==> src/rtl/tdm_demux_1_4.sv <==
// -----------------------------------------------------------------------------
// tdm_demux_1_4
//
// Time-division 1-to-4 demultiplexer for the receive end of a TDM link.
// Each accepted beat of the serial slot stream is steered into one of four
// per-channel hold registers. A two-state FSM (IDLE / RUN) and a 2-bit slot
// counter track the position of the beat inside the frame. A pulse marks
// frame completion, and another pulse marks framing violations.
//
// Ports:
//   clk        in   rising-edge clock
//   rst_n      in   asynchronous active-low reset (assert async, release sync)
//   in_data    in   WIDTH  slot payload
//   in_valid   in   in_data is valid this cycle
//   in_sof     in   start of frame (slot 0), qualified by in_valid
//   out_data   out  4*WIDTH  hold registers, channel k at [k*WIDTH +: WIDTH]
//   out_valid  out  4  one-cycle write pulse per channel
//   slot       out  2  next expected slot index
//   frame_done out  one-cycle pulse after slot 3 is captured
//   sync_err   out  one-cycle pulse on a framing violation
//
// Configuration macro: TDM_DEMUX_FRAME_LATCH_EN
//   Defined   : slots 0..2 collect in a shadow register. All four channels of
//               out_data update together when frame_done pulses, and
//               out_valid shows 4'b1111 in that same cycle. An aborted frame
//               never reaches out_data.
//   Undefined : each slot write updates its channel of out_data directly.
// -----------------------------------------------------------------------------
module tdm_demux_1_4 #(
    parameter int WIDTH = 8
) (
    input  logic                 clk,
    input  logic                 rst_n,
    input  logic [WIDTH-1:0]     in_data,
    input  logic                 in_valid,
    input  logic                 in_sof,
    output logic [4*WIDTH-1:0]   out_data,
    output logic [3:0]           out_valid,
    output logic [1:0]           slot,
    output logic                 frame_done,
    output logic                 sync_err
);

    typedef enum logic {
        IDLE = 1'b0,
        RUN  = 1'b1
    } state_t;

    state_t               r_state;
    state_t               w_state_next;
    logic [1:0]           r_slot;
    logic [1:0]           w_slot_next;
    logic                 w_wr_en;
    logic [1:0]           w_wr_ch;
    logic                 w_done_next;
    logic                 w_err_next;

    logic [4*WIDTH-1:0]   r_data;
    logic [3:0]           r_valid;
    logic                 r_done;
    logic                 r_err;

    // ------------------------------------------------------------------
    // FSM state and slot counter
    // ------------------------------------------------------------------
    always_ff @(posedge clk or negedge rst_n) begin
        if (!rst_n) begin
            r_state <= IDLE;
            r_slot  <= 2'd0;
            r_done  <= 1'b0;
            r_err   <= 1'b0;
        end else begin
            r_state <= w_state_next;
            r_slot  <= w_slot_next;
            r_done  <= w_done_next;
            r_err   <= w_err_next;
        end
    end

    // Next-state, write steering and pulse generation
    always_comb begin
        w_state_next = r_state;
        w_slot_next  = r_slot;
        w_wr_en      = 1'b0;
        w_wr_ch      = 2'd0;
        w_done_next  = 1'b0;
        w_err_next   = 1'b0;

        if (in_valid) begin
            case (r_state)
                IDLE: begin
                    if (in_sof) begin
                        w_wr_en      = 1'b1;
                        w_wr_ch      = 2'd0;
                        w_slot_next  = 2'd1;
                        w_state_next = RUN;
                    end else begin
                        // A beat without a frame start has nowhere to go.
                        w_err_next   = 1'b1;
                    end
                end
                RUN: begin
                    if (in_sof) begin
                        // Early SOF: abandon the partial frame and restart
                        // at slot 0 with this beat. No frame_done.
                        w_err_next   = 1'b1;
                        w_wr_en      = 1'b1;
                        w_wr_ch      = 2'd0;
                        w_slot_next  = 2'd1;
                    end else begin
                        w_wr_en      = 1'b1;
                        w_wr_ch      = r_slot;
                        if (r_slot == 2'd3) begin
                            w_done_next  = 1'b1;
                            w_slot_next  = 2'd0;
                            w_state_next = IDLE;
                        end else begin
                            w_slot_next  = r_slot + 2'd1;
                        end
                    end
                end
                default: begin
                    w_state_next = IDLE;
                    w_slot_next  = 2'd0;
                end
            endcase
        end
    end

`ifdef TDM_DEMUX_FRAME_LATCH_EN
    // ------------------------------------------------------------------
    // Frame-latched output. Slot 3 is never stored in the shadow register:
    // it arrives in the same beat that publishes the frame, so it goes
    // straight to out_data.
    // ------------------------------------------------------------------
    logic [3*WIDTH-1:0] r_shadow;

    always_ff @(posedge clk or negedge rst_n) begin
        if (!rst_n) begin
            r_shadow <= '0;
        end else begin
            for (int k = 0; k < 3; k++) begin
                if (w_wr_en && (w_wr_ch == 2'(k))) begin
                    r_shadow[k*WIDTH +: WIDTH] <= in_data;
                end
            end
        end
    end

    always_ff @(posedge clk or negedge rst_n) begin
        if (!rst_n) begin
            r_data  <= '0;
            r_valid <= 4'b0000;
        end else begin
            r_valid <= w_done_next ? 4'b1111 : 4'b0000;
            if (w_done_next) begin
                r_data <= {in_data, r_shadow};
            end
        end
    end
`else
    // ------------------------------------------------------------------
    // Per-slot output: each write lands directly in its channel.
    // ------------------------------------------------------------------
    logic [3:0] w_wr_onehot;

    generate
        for (genvar gi = 0; gi < 4; gi++) begin : g_wr_sel
            assign w_wr_onehot[gi] = w_wr_en && (w_wr_ch == 2'(gi));
        end
    endgenerate

    always_ff @(posedge clk or negedge rst_n) begin
        if (!rst_n) begin
            r_data  <= '0;
            r_valid <= 4'b0000;
        end else begin
            r_valid <= w_wr_onehot;
            for (int k = 0; k < 4; k++) begin
                if (w_wr_onehot[k]) begin
                    r_data[k*WIDTH +: WIDTH] <= in_data;
                end
            end
        end
    end
`endif

    assign out_data   = r_data;
    assign out_valid  = r_valid;
    assign slot       = r_slot;
    assign frame_done = r_done;
    assign sync_err   = r_err;

endmodule
==> config.mk <==
export PLATFORM = sky130hd
export DESIGN_NAME = tdm_demux_1_4
export DESIGN_NICKNAME = d
export VERILOG_FILES = /design/src/rtl/tdm_demux_1_4.sv
export SDC_FILE = /design/constraint.sdc
export NUM_CORES = 1
export LEC_CHECK = 0
export BUFFER_PORTS_ARGS = -buffer_cell sky130_fd_sc_hd__buf_2
export CAP_MARGIN = 20
export CORE_MARGIN = 8
export CORE_UTILIZATION = 45
export CTS_BUF_LIST = sky130_fd_sc_hd__clkbuf_8
export CTS_CLUSTER_SIZE = 25
export DETAILED_ROUTE_END_ITERATION = 6
export PLACE_DENSITY = 0.73
export SYNTH_ARGS = -nofsm -noshare
export SYNTH_HDL_FRONTEND = slang
export SYNTH_SLANG_ARGS = --single-unit
==> constraint.sdc <==
create_clock -name clk -period 2.4 [get_ports clk]
set_input_delay 0.36 -clock clk [delete_from_list [all_inputs] [get_ports clk]]
set_output_delay 0.36 -clock clk [all_outputs]
set_load 0.01 [all_outputs]
# Yosys cells after proc, flatten, opt, wreduce, memory -nomap -nowiden
# Index checks and enable logic that the tools add are counted.
[totals] regBits=41 word_cells=42
[classes] n_bitwise=1 reduce_logical=6 eq_ne=5 n_addsub=1 n_mux=20
[ops] operator="$mux W1" count=10
[ops] operator="$mux W2" count=5
[ops] operator="$pmux W2 S2" count=2
[ops] operator="$eq A2 B2 Y1 const B" count=3
[ops] operator="$pmux W1 S2" count=3
[ops] operator="$logic_and A1 B1 Y1" count=4
[ops] operator="$add A2 B1 Y2 const B" count=1
[ops] operator="$eq A2 B1 Y1 const B" count=1
[ops] operator="$logic_not A2 Y1" count=1
[ops] operator="$ne A2 B2 Y1 const B" count=1
[ops] operator="$reduce_and A2 Y1" count=1
[ops] operator="$not A1 Y1" count=1

# Depth between registers and ports, before layout
# Gate-level depths: netlist of the first run.
[depth] ltp_word=5 ltp_mapped=6 depth_no_buf=5

# Least setup slack after synthesis of the first run
# OpenSTA, ideal clock, no wires.
[synth_path] path_kind="reg-to-reg" start="register r_state" end="register r_data[16] (netlist: out_data[16])" stages_incl_launch_ff=7 setup_slack_ns=0.610 arrival_time_ns=1.665 setup_ns=0.125 cell_sequence="dfrtp_1 -> inv_1 -> ha_1 -> nand2b_1 -> or4_4 -> buf_6 -> mux2_4"
[synth_between] elab_chain_len=5
[synth_rtl] item="from (decl)" line_no="49" text="state_t r_state;"
[synth_rtl] item="from (signal assigned)" line_no="73" text="r_state <= w_state_next;"
[synth_rtl] item="$not A1 Y1"
[synth_rtl] item="$pmux W2 S2" line_no="90" text="case (r_state)"
[synth_rtl] item="$mux W2" line_no="89" text="if (in_valid) begin"
[synth_rtl] item="$eq A2 B2 Y1" line_no="169" text="assign w_wr_onehot[gi] = w_wr_en && (w_wr_ch == 2'(gi));"
[synth_rtl] item="$logic_and A1 B1 Y1 *" line_no="169"
[synth_rtl] item="to (signal, indexed assignment)" line_no="181" text="r_data[k*WIDTH +: WIDTH] <= in_data;"
[synth_rtl] item="to (decl)" line_no="58" text="logic [4*WIDTH-1:0] r_data;"
# Mark *: on every way between the ends. The rest lies on a longest branch, timed or not.
# A chain may end at the register's enable or synchronous reset.

# Worst setup path in the final report of the first run
[layout_path] start="register r_state" end="register r_data[27] (netlist: out_data[27])"
# The elaborated chain is that of the path after synthesis.

==> run_results.csv, run 1 <==
group,metric,value,unit
yosys,synthMuxAreaShare,24.5,%
floorplanning,io_pins,52,
cells_and_area,diodes,0,
worst_setup_path,end_kind,"flip-flop",
global_route,grt-ovfl-total,0,
cells_and_area,final_cell_mix,"buf_2 (51), dfrtp_1 (41), mux2_2 (24)",
status,status,"complete, no violations",
worst_setup_path,cpPeakStageDelay,0.49,ns
clock_network,clk_latency,0.29,ns
pwr,pwr-share-clk,20.1,%
global_route,antenna_found_initial,0,
worst_setup_path,cp-startpoint,"r_state",
worst_setup_path,cp_data_arrival_time,2.08,ns
yosys,synth-simple-area-share,5.25,%
timing,slew_viol_final,0,
worst_setup_path,path_max_fanout,9,
cells_and_area,finalInstanceArea,2000,um^2
clock_network,cts.sinks,41,
yosys,synth_cells,100,
pwr,power.share.switching,31.4,%
yosys,synth_area_leaders,"dfrtp_1 (64%), mux2_2 (17%), mux2_4 (7.5%)",
floorplanning,start_util,47.4,%
pwr,netSwitchingPower,0.804,mW
worst_setup_path,critPathLaunchType,"flip-flop",
pwr,seqPwrFrac,44.2,%
worst_hold_path,hold_path_class,"primary input to async pin",
routing,num_vias,990,
cells_and_area,drive_gt1_share,60.3,%
job,max_cap_viol_count,0,
clock_network,cts_buffers,5,
global_route,grt_max_degree,42,
worst_setup_path,cp_cell_sequence,"inv_1 -> ha_1 -> nor2b_1 -> and3_1 -> mux2_2",
clock_network,cts.htree.levels,2,
worst_setup_path,criticalPathCategory,"flip-flop to flip-flop",
floorplanning,core_area,3360,um^2
yosys,avgSynthCellArea,16.0,um^2
clock_network,cts.clk_slew.worst_paths,0.07,ns
worst_setup_path,crit_slowest_cell,"and3_1",
clock_network,cts_buffer_depth,2,
clock_network,cts.hold.buffers_added,0,
yosys,synth-xor-area-share,0,%
timing,period_share,79.6,%
yosys,synth_cell_types,19,
routing,via_per_inst,4.90,
cells_and_area,final_common_cell,"buf_2",
place,io_buffers,51,
yosys,yosys_warnings,0,
yosys,ys_seq_area_share,64.3,%
cells_and_area,final_util,59.3,%
global_route,grtUsageTotal,12.8,%
routing,postRouteWirelength,3.29,mm
yosys,synthAdderAreaFrac,1.57,%
floorplanning,die_w,75.5,um
yosys,synth_top_family_by_area,"multiplexers",
routing,first_pass_iters,4,
worst_setup_path,r2r_start,"r_state",
floorplanning,rows,21,
place,dpl.hpwl,2.47,mm
cells_and_area,fin_nets,170,
yosys,synth_top_area_share,64.3,%
timing,finClkSkew,0.00619,ns
floorplanning,die_area,5710,um^2
global_route,grt_first_pass_wirelength,5.33,mm
pwr,comb_power_share,35.7,%
timing,timing.final.hold_violations,0,
timing,setup_viol,0,
timing,fin_tns_setup,0,ns
routing,final_antenna_net_count,0,
timing,max_freq,523,MHz
yosys,yosysTopAreaCell,"dfrtp_1",
yosys,synth_compound_area_share,1.96,%
routing,drt_iter0_markers,22,
global_route,grt_pass1_vias,1069,
floorplanning,die_h,75.5,um
clock_network,cts_root_buffer,"clkbuf_8",
clock_network,cts_resized,0,
yosys,ys_ff_latch,41,
routing,drt-wirelength-per-cell,16.3,um
place,place_congestion,0.698,
routing,drcViolationCount,0,
worst_setup_path,critical_path_required,2.57,ns
pwr,p_leak,1.07,nW
clock_network,cts_tree,"built",
cells_and_area,fillers,303,
timing,worst_slew_pin_slew,0.865,ns
timing,finalCriticalPeriod,1.91,ns
pwr,fin_total_pwr,2.56,mW
timing,slew-limit-headroom,42.3,%
yosys,synth_nets,114,
pwr,powerDensity,1280,nW/um^2
cells_and_area,syn_to_final_growth,25.1,%
pwr,ir_drop,562,uV
place,place_area,1890,um^2
yosys,syn-cell-area,1600,um^2
timing,rsz0062_at_grt,"no",
pwr,p_int,1.76,mW
clock_network,postCtsSetupBuffers,0,
[sequential cells by signal (all words and copies together), names as in the netlist]
name,cells
out_data,32
sync_err,1
r_state,1
slot,2
frame_done,1
out_valid,4
[logic make-up (layout without fill, tap and decap cells)]
logic type / after synthesis / after routing
compound gates: 4 / 4
buf+inv: 8 / 64
fa+ha+maj: 2 / 2
mux: 32 / 32
simple gates: 13 / 13
flops: 41 / 41
[per-layer routing]
metal | track usage (%) | wire, um
met1 | 14.1 | 1310
met2 | 21.4 | 1620
met3 | 4.87 | 303
met4 | 5.76 | 63
met5 | 0 | 0
[worst paths after layout]
kind                           endpoint  slack, ns  depth (start not counted)
max in group asynchronous  out_data[11]       1.67                          1
setup / recovery           out_data[27]       0.49                          5
hold reg to reg             out_data[9]       0.50                          1
setup reg to reg           out_data[27]       0.49                          5
min in group clk           out_data[16]       0.34                          2
hold / removal             out_data[14]       0.19                          1
[worst max-delay path: cells and delay by family (launching register included)]
kind	cells	cell delay [ns]
flops	1	0.43
mux	1	0.39
fa+ha+maj	1	0.18
simple gates	2	0.71
buf+inv	1	0.07
[power groups by stage]
stage                     clock network (mW)  logic (mW)  registers, mW
after floorplan                            0       0.385           1.27
after global placement                     0       0.902           1.13
after detailed placement                   0       0.931           1.15
after CTS                              0.531       0.937           1.13
after global routing                   0.559       0.998           1.17
final                                  0.514       0.914           1.13
[stage by stage]
step / setup WS, ns / hold WS (ns) / instances
after detailed placement: 0.437 / 0.488 / 195
after floorplan: 0.610 / 0.0644 / 100
final: 0.489 / 0.188 / 202
after global routing: 0.349 / 0.259 / 202
after CTS: 0.476 / 0.207 / 202
after global placement: 0.512 / 0.482 / 195
[cells in the mapped netlist]
master / instances
a22o_1: 2
o21ai_2: 1
nand2b_1: 1
nand3_1: 1
or4_4: 1
and3_1: 1
nor2_1: 3
mux2_4: 8
nand2b_4: 1
dfrtp_1: 41
ha_1: 2
nand2_1: 2
o21ai_0: 1
mux2_2: 24
buf_6: 1
buf_2: 1
and3b_2: 1
nor2b_1: 2
inv_1: 6
[layout make-up]
type	instances	area, um^2	share of cell area (%)
clock inverter	2	35.0	1.76
timing repair buffer	51	255	12.8
tap	46	57.6	2.88
multi-input combinational	51	531	26.6
inverter	6	22.5	1.13
sequential	41	1030	51.4
clock buffer	5	68.8	3.45
Power figures use the tool's default switching activity.
==> run 2, diff against run 1 <==
==> constraint.sdc (replaced) <==
create_clock -name clk -period 1.9 [get_ports clk]
set_input_delay 0.285 -clock clk [delete_from_list [all_inputs] [get_ports clk]]
set_output_delay 0.285 -clock clk [all_outputs]
set_load 0.01 [all_outputs]
==> run_results.csv, run 2 (synthesis gave the netlist of run 1 again) <==
group,metric,value,unit
timing,timing.final.hold_violations,0,
pwr,p_leak,1.09,nW
clock_network,clk_latency,0.30,ns
routing,drt-wirelength-per-cell,15.8,um
timing,period_share,90.7,%
worst_hold_path,hold_path_class,"primary input to async pin",
clock_network,postCtsSetupBuffers,0,
place,dpl.hpwl,2.51,mm
global_route,grtUsageMet2,21.1,%
timing,slew-limit-headroom,43.5,%
global_route,grt_max_degree,42,
cells_and_area,fin_nets,175,
clock_network,cts_tree,"built",
routing,first_pass_iters,4,
job,max_cap_viol_count,0,
clock_network,cts_root_buffer,"clkbuf_8",
floorplanning,die_area,5710,um^2
floorplanning,io_pins,52,
floorplanning,core_area,3360,um^2
cells_and_area,largest_reg_flops,32,
clock_network,cts.sinks,41,
global_route,grt-ovfl-total,0,
global_route,met1_usage,14.7,%
timing,hold_ws,0.0837,ns
global_route,grtUsageTotal,13.0,%
routing,drt_iter0_markers,33,
floorplanning,rows,21,
routing,final_antenna_net_count,0,
routing,postRouteWirelength,3.28,mm
clock_network,cts.hold.buffers_added,0,
timing,max_freq,580,MHz
timing,finClkSkew,0.00932,ns
routing,drcViolationCount,0,
worst_setup_path,cpPeakStageDelay,0.54,ns
worst_setup_path,cp_data_arrival_time,1.91,ns
worst_setup_path,critPathLaunchType,"flip-flop",
worst_setup_path,criticalPathCategory,"flip-flop to flip-flop",
worst_setup_path,cp.buffers_inverters,1,
timing,slew_viol_final,0,
clock_network,cts_resized,0,
status,status,"complete, no violations",
worst_setup_path,path_max_fanout,9,
routing,via_per_inst,4.73,
cells_and_area,diodes,0,
timing,worst_slew_pin_slew,0.847,ns
routing,num_vias,984,
floorplanning,die_h,75.5,um
global_route,grt_first_pass_wirelength,5.34,mm
place,place_congestion,0.714,
global_route,antenna_found_initial,0,
cells_and_area,final_cell_mix,"buf_2 (51), dfrtp_1 (41), mux2_2 (24)",
worst_setup_path,cpLargestDelayFamily,"simple AND/OR/NAND/NOR gates",
cells_and_area,syn_to_final_growth,26.8,%
clock_network,cts.clk_slew.worst_paths,0.08,ns
worst_setup_path,critical_path_required,2.08,ns
cells_and_area,final_common_cell,"buf_2",
global_route,grt_busiest_layer,"met2",
clock_network,cts_buffer_depth,2,
worst_setup_path,cp_cell_sequence,"inv_1 -> ha_1 -> nand2b_1 -> or4_4 -> mux2_4",
timing,fin_tns_setup,0,ns
worst_setup_path,end_kind,"flip-flop",
global_route,grtUsageMet3,5.26,%
timing,setup_viol,0,
place,io_buffers,51,
pwr,powerDensity,1570,nW/um^2
timing,finalCriticalPeriod,1.72,ns
global_route,grt_pass1_vias,1087,
cells_and_area,drive_gt1_share,61.7,%
clock_network,cts.htree.levels,2,
floorplanning,die_w,75.5,um
pwr,ir_drop,687,uV
worst_setup_path,crit_slowest_cell,"or4_4",
timing,rsz0062_at_grt,"no",
floorplanning,start_util,47.4,%
clock_network,cts_buffers,5,
-- run 2: changes by cell type in the layout (fill, tap and decap cells not counted), sizes merged --
cell / delta
clkinvlp: +1
inv: +1
buf: +5
bufinv: -1
-- run 2: area by class of cell --
cell class,count,area [um^2]
clock inverter,3,25.0
timing repair buffer,56,293
fill,305,1340
tap,46,57.6
multi-input combinational,51,531
inverter,6,22.5
clock buffer,5,68.8
sequential,41,1030
-- run 2: worst paths after layout --
check,start,to,slack [ns],depth (start not counted)
min reg2reg,out_data[10],out_data[10],0.50,1
max reg2reg,r_state,out_data[21],0.18,5
min,rst_n,out_data[25],0.08,1
max in group asynchronous,rst_n,out_data[12],1.27,1
max,r_state,out_data[21],0.18,5
min in group clk,in_valid,frame_done,0.26,3
-- run 2: worst reg2reg max path: cells and delay by family, from the launching register on --
kind | cells | cell delay, ns
AND/OR/NAND/NOR | 2 | 0.70
flip-flops | 1 | 0.35
multiplexers | 1 | 0.34
adder cells (fa/ha/maj) | 1 | 0.18
buffers and inverters | 1 | 0.04
-- run 2: layer usage --
layer / routed length (um) / vias to the layer above / share of wire (%)
met5: 0 / - / 0
met4: 52 / 0 / 1.6
met3: 339 / 6 / 10
met2: 1570 / 36 / 48
met1: 1320 / 476 / 40
li1: - / 466 / -
-- run 2: power breakdown --
group	switching (mW)	internal, mW	leakage (nW)	total, mW
Clock	0.306	0.264	0.0447	0.570
Sequential	0.183	1.23	0.506	1.41
Combinational	0.557	0.628	0.538	1.18
Total	1.05	2.12	1.09	3.17
-- run 2: stage by stage --
step                total power [mW]  instance area [um^2]  std cells  util, %  setup WS, ns
floorplan                       2.09                  1600        100        -         0.110
global placement                2.59                  1930        200     57.4         0.150
detailed placement              2.65                  1930        200     57.4        0.0857
CTS                             3.22                  2020        208     60.2         0.174
global route                    3.39                  2020        208     60.2        0.0882
finish                          3.17                  2020        208     60.2         0.176
